**config.mk**
```make
export PLATFORM = sky130hd
export DESIGN_NAME = bcd_scan_display
export DESIGN_NICKNAME = d
export VERILOG_FILES = /design/src/rtl/bcd_scan_display.sv
export SDC_FILE = /design/constraint.sdc
export NUM_CORES = 1
export LEC_CHECK = 0
export BUFFER_PORTS_ARGS = -buffer_cell sky130_fd_sc_hd__buf_2
export CAP_MARGIN = 15
export CORE_MARGIN = 2
export CORE_UTILIZATION = 50
export DETAILED_ROUTE_END_ITERATION = 10
export PLACE_DENSITY = 0.85
export REMOVE_ABC_BUFFERS = 1
export SYNTH_ARGS = -nofsm -noshare
export SYNTH_HDL_FRONTEND = slang
export SYNTH_SLANG_ARGS = --single-unit
```
**constraint.sdc**
```tcl
create_clock -name clk -period 2.95 [get_ports clk]
set_clock_uncertainty 0.05 [all_clocks]
set_input_delay 0.1475 -clock clk [delete_from_list [all_inputs] [get_ports clk]]
set_output_delay 0.1475 -clock clk [all_outputs]
set_load 0.02 [all_outputs]
```
**src/rtl/bcd_scan_display.sv**
```systemverilog
//==============================================================================
// Module   : bcd_scan_display
// Brief    : Time-multiplexed seven-segment scanner for a chain of BCD digits,
//            with per-frame shadow capture and a one-cycle ghost-blanking gap.
//            Define BCD_SCAN_LZB_EN to enable leading-zero blanking.
// Revision : 1.0 - initial release
//==============================================================================
`default_nettype none

module bcd_scan_display #(
    parameter int DIGITS     = 4,
    parameter int DIV        = 1000,
    parameter int ACTIVE_LOW = 1
) (
    input  logic                  clk,
    input  logic                  clr,
    input  logic                  en,
    input  logic [4*DIGITS-1:0]   bcd,
    input  logic [DIGITS-1:0]     dp,
    output logic [6:0]            seg,
    output logic                  dp_o,
    output logic [DIGITS-1:0]     an,
    output logic                  frame
);

    localparam int IDXW = $clog2(DIGITS);
    localparam int CNTW = $clog2(DIV);

    localparam logic              c_inv      = (ACTIVE_LOW != 0);
    localparam logic [IDXW-1:0]   c_last_idx = IDXW'(DIGITS - 1);
    localparam logic [CNTW-1:0]   c_last_cnt = CNTW'(DIV - 1);
    localparam logic [DIGITS-1:0] c_one      = DIGITS'(1);
    localparam logic [6:0]        c_seg_off  = {7{c_inv}};
    localparam logic [DIGITS-1:0] c_an_off   = {DIGITS{c_inv}};

    typedef enum logic [0:0] {
        ST_BLANK = 1'b0,
        ST_SHOW  = 1'b1
    } state_t;

    state_t                r_state;
    logic [IDXW-1:0]       r_idx;
    logic [CNTW-1:0]       r_cnt;
    logic [4*DIGITS-1:0]   r_shadow_bcd;
    logic [DIGITS-1:0]     r_shadow_dp;

    logic                  w_capture;
    logic [4*DIGITS-1:0]   w_src_bcd;
    logic [DIGITS-1:0]     w_src_dp;
    logic [3:0]            w_digit;
    logic                  w_dp_sel;
    logic [6:0]            w_seg_dec;
    logic                  w_blank;
    logic [6:0]            w_seg_ah;

    // The slot lit on a capture edge must show the value being captured,
    // so the display path reads straight from the inputs on that edge.
    assign w_capture = (r_state == ST_BLANK) && (r_idx == '0);
    assign w_src_bcd = w_capture ? bcd : r_shadow_bcd;
    assign w_src_dp  = w_capture ? dp  : r_shadow_dp;
    assign w_digit   = w_src_bcd[{r_idx, 2'b00} +: 4];
    assign w_dp_sel  = w_src_dp[r_idx];

    always_comb begin
        w_seg_dec = 7'h40;
        case (w_digit)
            4'd0:    w_seg_dec = 7'h3F;
            4'd1:    w_seg_dec = 7'h06;
            4'd2:    w_seg_dec = 7'h5B;
            4'd3:    w_seg_dec = 7'h4F;
            4'd4:    w_seg_dec = 7'h66;
            4'd5:    w_seg_dec = 7'h6D;
            4'd6:    w_seg_dec = 7'h7D;
            4'd7:    w_seg_dec = 7'h07;
            4'd8:    w_seg_dec = 7'h7F;
            4'd9:    w_seg_dec = 7'h6F;
            default: w_seg_dec = 7'h40;
        endcase
    end

`ifdef BCD_SCAN_LZB_EN
    // w_zero_above[i] is set when digits i..DIGITS-1 are all zero.
    logic [DIGITS:0] w_zero_above;

    assign w_zero_above[DIGITS] = 1'b1;

    generate
        for (genvar gi = 0; gi < DIGITS; gi++) begin : g_lzb
            assign w_zero_above[gi] = (w_src_bcd[4*gi +: 4] == 4'd0) && w_zero_above[gi+1];
        end
    endgenerate

    assign w_blank = (r_idx != '0) && w_zero_above[r_idx];
`else
    assign w_blank = 1'b0;
`endif

    assign w_seg_ah = w_blank ? 7'h00 : w_seg_dec;

    always_ff @(posedge clk or negedge clr) begin
        if (!clr) begin
            r_state      <= ST_BLANK;
            r_idx        <= '0;
            r_cnt        <= '0;
            r_shadow_bcd <= '0;
            r_shadow_dp  <= '0;
            seg          <= c_seg_off;
            dp_o         <= c_inv;
            an           <= c_an_off;
            frame        <= 1'b0;
        end else begin
            frame <= 1'b0;
            case (r_state)
                ST_BLANK: begin
                    r_state <= ST_SHOW;
                    if (w_capture) begin
                        r_shadow_bcd <= bcd;
                        r_shadow_dp  <= dp;
                        frame        <= 1'b1;
                    end
                    seg  <= w_seg_ah ^ c_seg_off;
                    dp_o <= w_dp_sel ^ c_inv;
                    an   <= (c_one << r_idx) ^ c_an_off;
                end
                ST_SHOW: begin
                    // With en low everything simply holds.
                    if (en) begin
                        if (r_cnt == c_last_cnt) begin
                            r_cnt   <= '0;
                            r_idx   <= (r_idx == c_last_idx) ? '0 : r_idx + 1'b1;
                            r_state <= ST_BLANK;
                            seg     <= c_seg_off;
                            dp_o    <= c_inv;
                            an      <= c_an_off;
                        end else begin
                            r_cnt <= r_cnt + 1'b1;
                        end
                    end
                end
                default: r_state <= ST_BLANK;
            endcase
        end
    end

endmodule

`default_nettype wire

```
==> results by group <==
Global route
  • Total track usage: 0.191
  • Wire length of the first global-routing pass: between 7000 and 8000 µm
  • Leftover overflow at the end of global routing: 0
  • Initial antenna violation count: 0
  • Maximum number of pins on one net before global-route repair: 47
  • Vias in the first global route: around 1,700

Synth
  • Gate count of the mapped netlist: ~210
  • Most repeated cell in the gate-level netlist after synthesis: nand2_1
  • Leading cell types by count after synthesis: 43 x nand2_1, 34 x dfrtp_1, 16 x nor2_1
  • Syn. warnings: 0
  • Async S/R FF share, synth: 1.00
  • Number of distinct library cells after synthesis: 38
  • Number of storage elements in the synthesis netlist: 46
  • Register area share after synthesis: 0.504
  • Most used DFF post-synth: dfrtp_1
  • Number of flops mapped to enable cells by yosys: 0
  • Yosys top cell by area: dfrtp_1
  • Mean instance size in the synthesized netlist: 11.3 µm²
  • Combined area of all synthesized cells: 0.00231 mm²
  • Yosys top cell area share: 0.368
  • Main area contributors after synthesis: dfrtp_1 37%, dfstp_2 14%, nand2_1 7.0%

Layout
  • Antenna diode count: 0
  • Ratio of cells with drive above 1 in the final layout: 0.336
  • Count of placed standard cells in the final layout, fillers left out: 308
  • Growth of design area from synthesis to finish: 17.4%
  • Post-layout nets: 288
  • Register area: 0.00117 mm²
  • Finished Core Util: 0.615
  • Count of fill cells added during filler insertion: 359
  • Area of the multi-input gates: 0.00106 mm²

STA
  • Endpoints failing hold: 0
  • Count of final max-slew check failures: 0
  • Unrepaired setup endpoints after global routing: no
  • Period Utilization, post-route: 0.941
  • Min Tclk post-route: approximately 2800 ps
  • Headroom to the max-slew limit: 0.337
  • Slew at the pin closest to its max-slew limit: 995 ps
  • Post-Route Hold Slack: 8.16 ps
  • Final critical-path setup slack: ~170 ps
  • Final number of setup-violating endpoints: 0
  • Upper clock frequency limit: about 360 MHz

Critical path
  • Capture point of the critical path: seg[3]$_DFFE_PN1P_
  • Reg2reg setup slack: ~170 ps
  • WP data arrival: 2930 ps
  • Worst-path maximum fanout: 16
  • FF-to-FF path depth: 9
  • Type of element launching the critical path: flop
  • Critical Path RT: 3110 ps
  • Capturing element type of the critical path: flop
  • Startpoint of the worst register-to-register path: r_idx[1]$_DFFE_PN0P_
  • Reg-to-Reg End: seg[3]$_DFFE_PN1P_
  • Launch point of the worst path: r_idx[1]$_DFFE_PN0P_
  • Type of the worst setup path: flop to flop

Clocking
  • Buffers from clock root to sink, at most: 2
  • CTS Sinks: 46
  • H-Tree Level Count: 2
  • CTS tree: built
  • Clock input transition at the sequential cells of the worst setup and hold paths: 80 ps
  • Number of buffers created by CTS: 5
  • Post-CTS Setup Bufs: 0
  • Root Buffer: clkbuf_8
  • Clk_lat worst skew: approximately 300 ps

Floorplanning
  • Die area: approximately 0.0052 mm²
  • Die W: 72.0 µm
  • Rows: 24
  • Standard cell core area: about 0.0044 mm²
  • IO Count: 36
  • Initial standard-cell utilization of the core: 0.524
  • Die outline height: 72.0 µm

Drt
  • Vias per inst: 5.38
  • Routed wire per std cell: 14.1 µm
  • ANT nets after route: 0
  • Pre-Repair DR Iteration Count: 4
  • Routed Wire Length: 4340 µm
  • Drt first-iter violations: 89
  • Total via count after detailed routing: 1,658
  • DR DRC count: 0

Placed design
  • Placed Cells incl. Taps: 294
  • Final weighted congestion of routability-driven global placement: 0.826
  • Setup slack after placement: 108 ps
  • Placed wire-length estimate: about 3200 µm
  • Port Buffers: 35

Pwr
  • Leakage dissipation: 1.27 nW
  • Power per cell area: between 400 and 500 mW/mm²
  • VDD IR max: roughly 280 µV

Outcome
  • Status: finished clean

Min path
  • Worst min-delay path category: input pin to flop

Job
  • Reported max-cap violation count: 0
## worst max-delay path, stage by stage (launching register included)
cell,delay (ps)
dfrtp_2,420
clkinv_1,100
ha_1,220
nand2b_4,200
mux2_2,380
mux4_2,480
inv_1,110
ha_1,250
or2b_1,220
a211oi_1,250
## state kept, by name (all words and copies together), names as in the netlist
signal and cells:
r_shadow_bcd 16, r_idx 2, seg 7, r_cnt 10, r_state 1, r_shadow_dp 4
an 4, dp_o 1, frame 1
## power breakdown
| group | internal [mW] | switching (mW) | total (mW) | leakage (nW) |
|---|---|---|---|---|
| Combinational | 0.0663 | 0.0594 | 0.126 | 0.718 |
| Sequential | 0.672 | 0.0433 | 0.715 | 0.503 |
| Clock | 0.167 | 0.212 | 0.380 | 0.0452 |
| Total | 0.906 | 0.315 | 1.22 | 1.27 |
## area by class of cell
class / count / share of cell area
clock buffer: 6 / 0.0267
tap: 52 / 0.0240
inverter: 10 / 0.0138
multi-input combinational: 142 / 0.389
clock inverter: 2 / 0.00507
sequential: 46 / 0.430
timing repair buffer: 50 / 0.111
## cells in the final DEF (no fill, tap or decap), types with 2 or more instances in the layout
| cell type | instances |
|---|---|
| a21oi_1 | 7 |
| a21o_1 | 3 |
| inv_1 | 8 |
| and2_1 | 2 |
| clkbuf_8 | 5 |
| or3_1 | 3 |
| o21ai_0 | 4 |
| a211oi_1 | 4 |
| nand2_1 | 43 |
| dfrtp_1 | 33 |
| xnor2_1 | 5 |
| clkinv_1 | 2 |
| nor3_1 | 4 |
| buf_4 | 9 |
| mux4_2 | 5 |
| mux2i_1 | 2 |
| mux2_4 | 2 |
| nand3_1 | 3 |
| mux2_2 | 12 |
| mux4_1 | 2 |
| dlygate4sd3_1 | 6 |
| dfstp_2 | 12 |
| nor2_1 | 16 |
| buf_2 | 35 |
| ha_1 | 10 |
| o32ai_1 | 2 |
## timing repair
item                                    4_1_cts  5_1_grt
hold endpoints to repair                     39        0
gates resized for setup                       0        1
hold buffers                                  6        0
endpoints found under the setup margin        0        1
## stage by stage
step	power, mW	setup TNS, ps	instance area (µm²)
2_1_floorplan	0.793	-38.1	2260
3_3_place_gp	0.839	0	2570
3_5_place_dp	0.846	0	2570
4_1_cts	1.23	0	2720
5_1_grt	1.28	0	2720
6_report	1.22	0	2720
## kinds of logic after synthesis
family                   after synthesis  share of synthesized area
AND/OR/NAND/NOR                       78                      0.156
multiplexers                          23                      0.151
adder cells (fa/ha/maj)               10                     0.0541
AO/OA/AOI/OAI                         26                     0.0768
XOR/XNOR                               5                     0.0189
buffers and inverters                 17                     0.0389
flip-flops                            46                      0.504
## routing by layer
| metal | up-vias | part of all wire | GRT usage |
|---|---|---|---|
| li1 | 807 | - | - |
| met1 | 800 | 0.46 | 0.242 |
| met2 | 46 | 0.48 | 0.323 |
| met3 | 5 | 0.044 | 0.0431 |
| met4 | 0 | 0.016 | 0.0692 |
| met5 | - | 0 | 0 |
## how the worst min path moves through the flow
stage | from | endpoint | slack (ps) | depth (start not counted)
5_1_grt | dp[1] | r_shadow_dp[1]$_DFFE_PN0N_ | 10 | 3
4_1_cts | bcd[8] | r_shadow_bcd[8]$_DFFE_PN0N_ | 0.04 | 3
3_3_place_gp | bcd[0] | r_shadow_bcd[0]$_DFFE_PN0N_ | 300 | 3
6_report | dp[1] | r_shadow_dp[1]$_DFFE_PN0N_ | 8 | 3
2_1_floorplan | clr | frame$_DFF_PN0_ | -200 | 0
3_5_place_dp | clr | r_shadow_bcd[7]$_DFFE_PN0N_ | 310 | 1
Power figures use the tool's default switching activity.
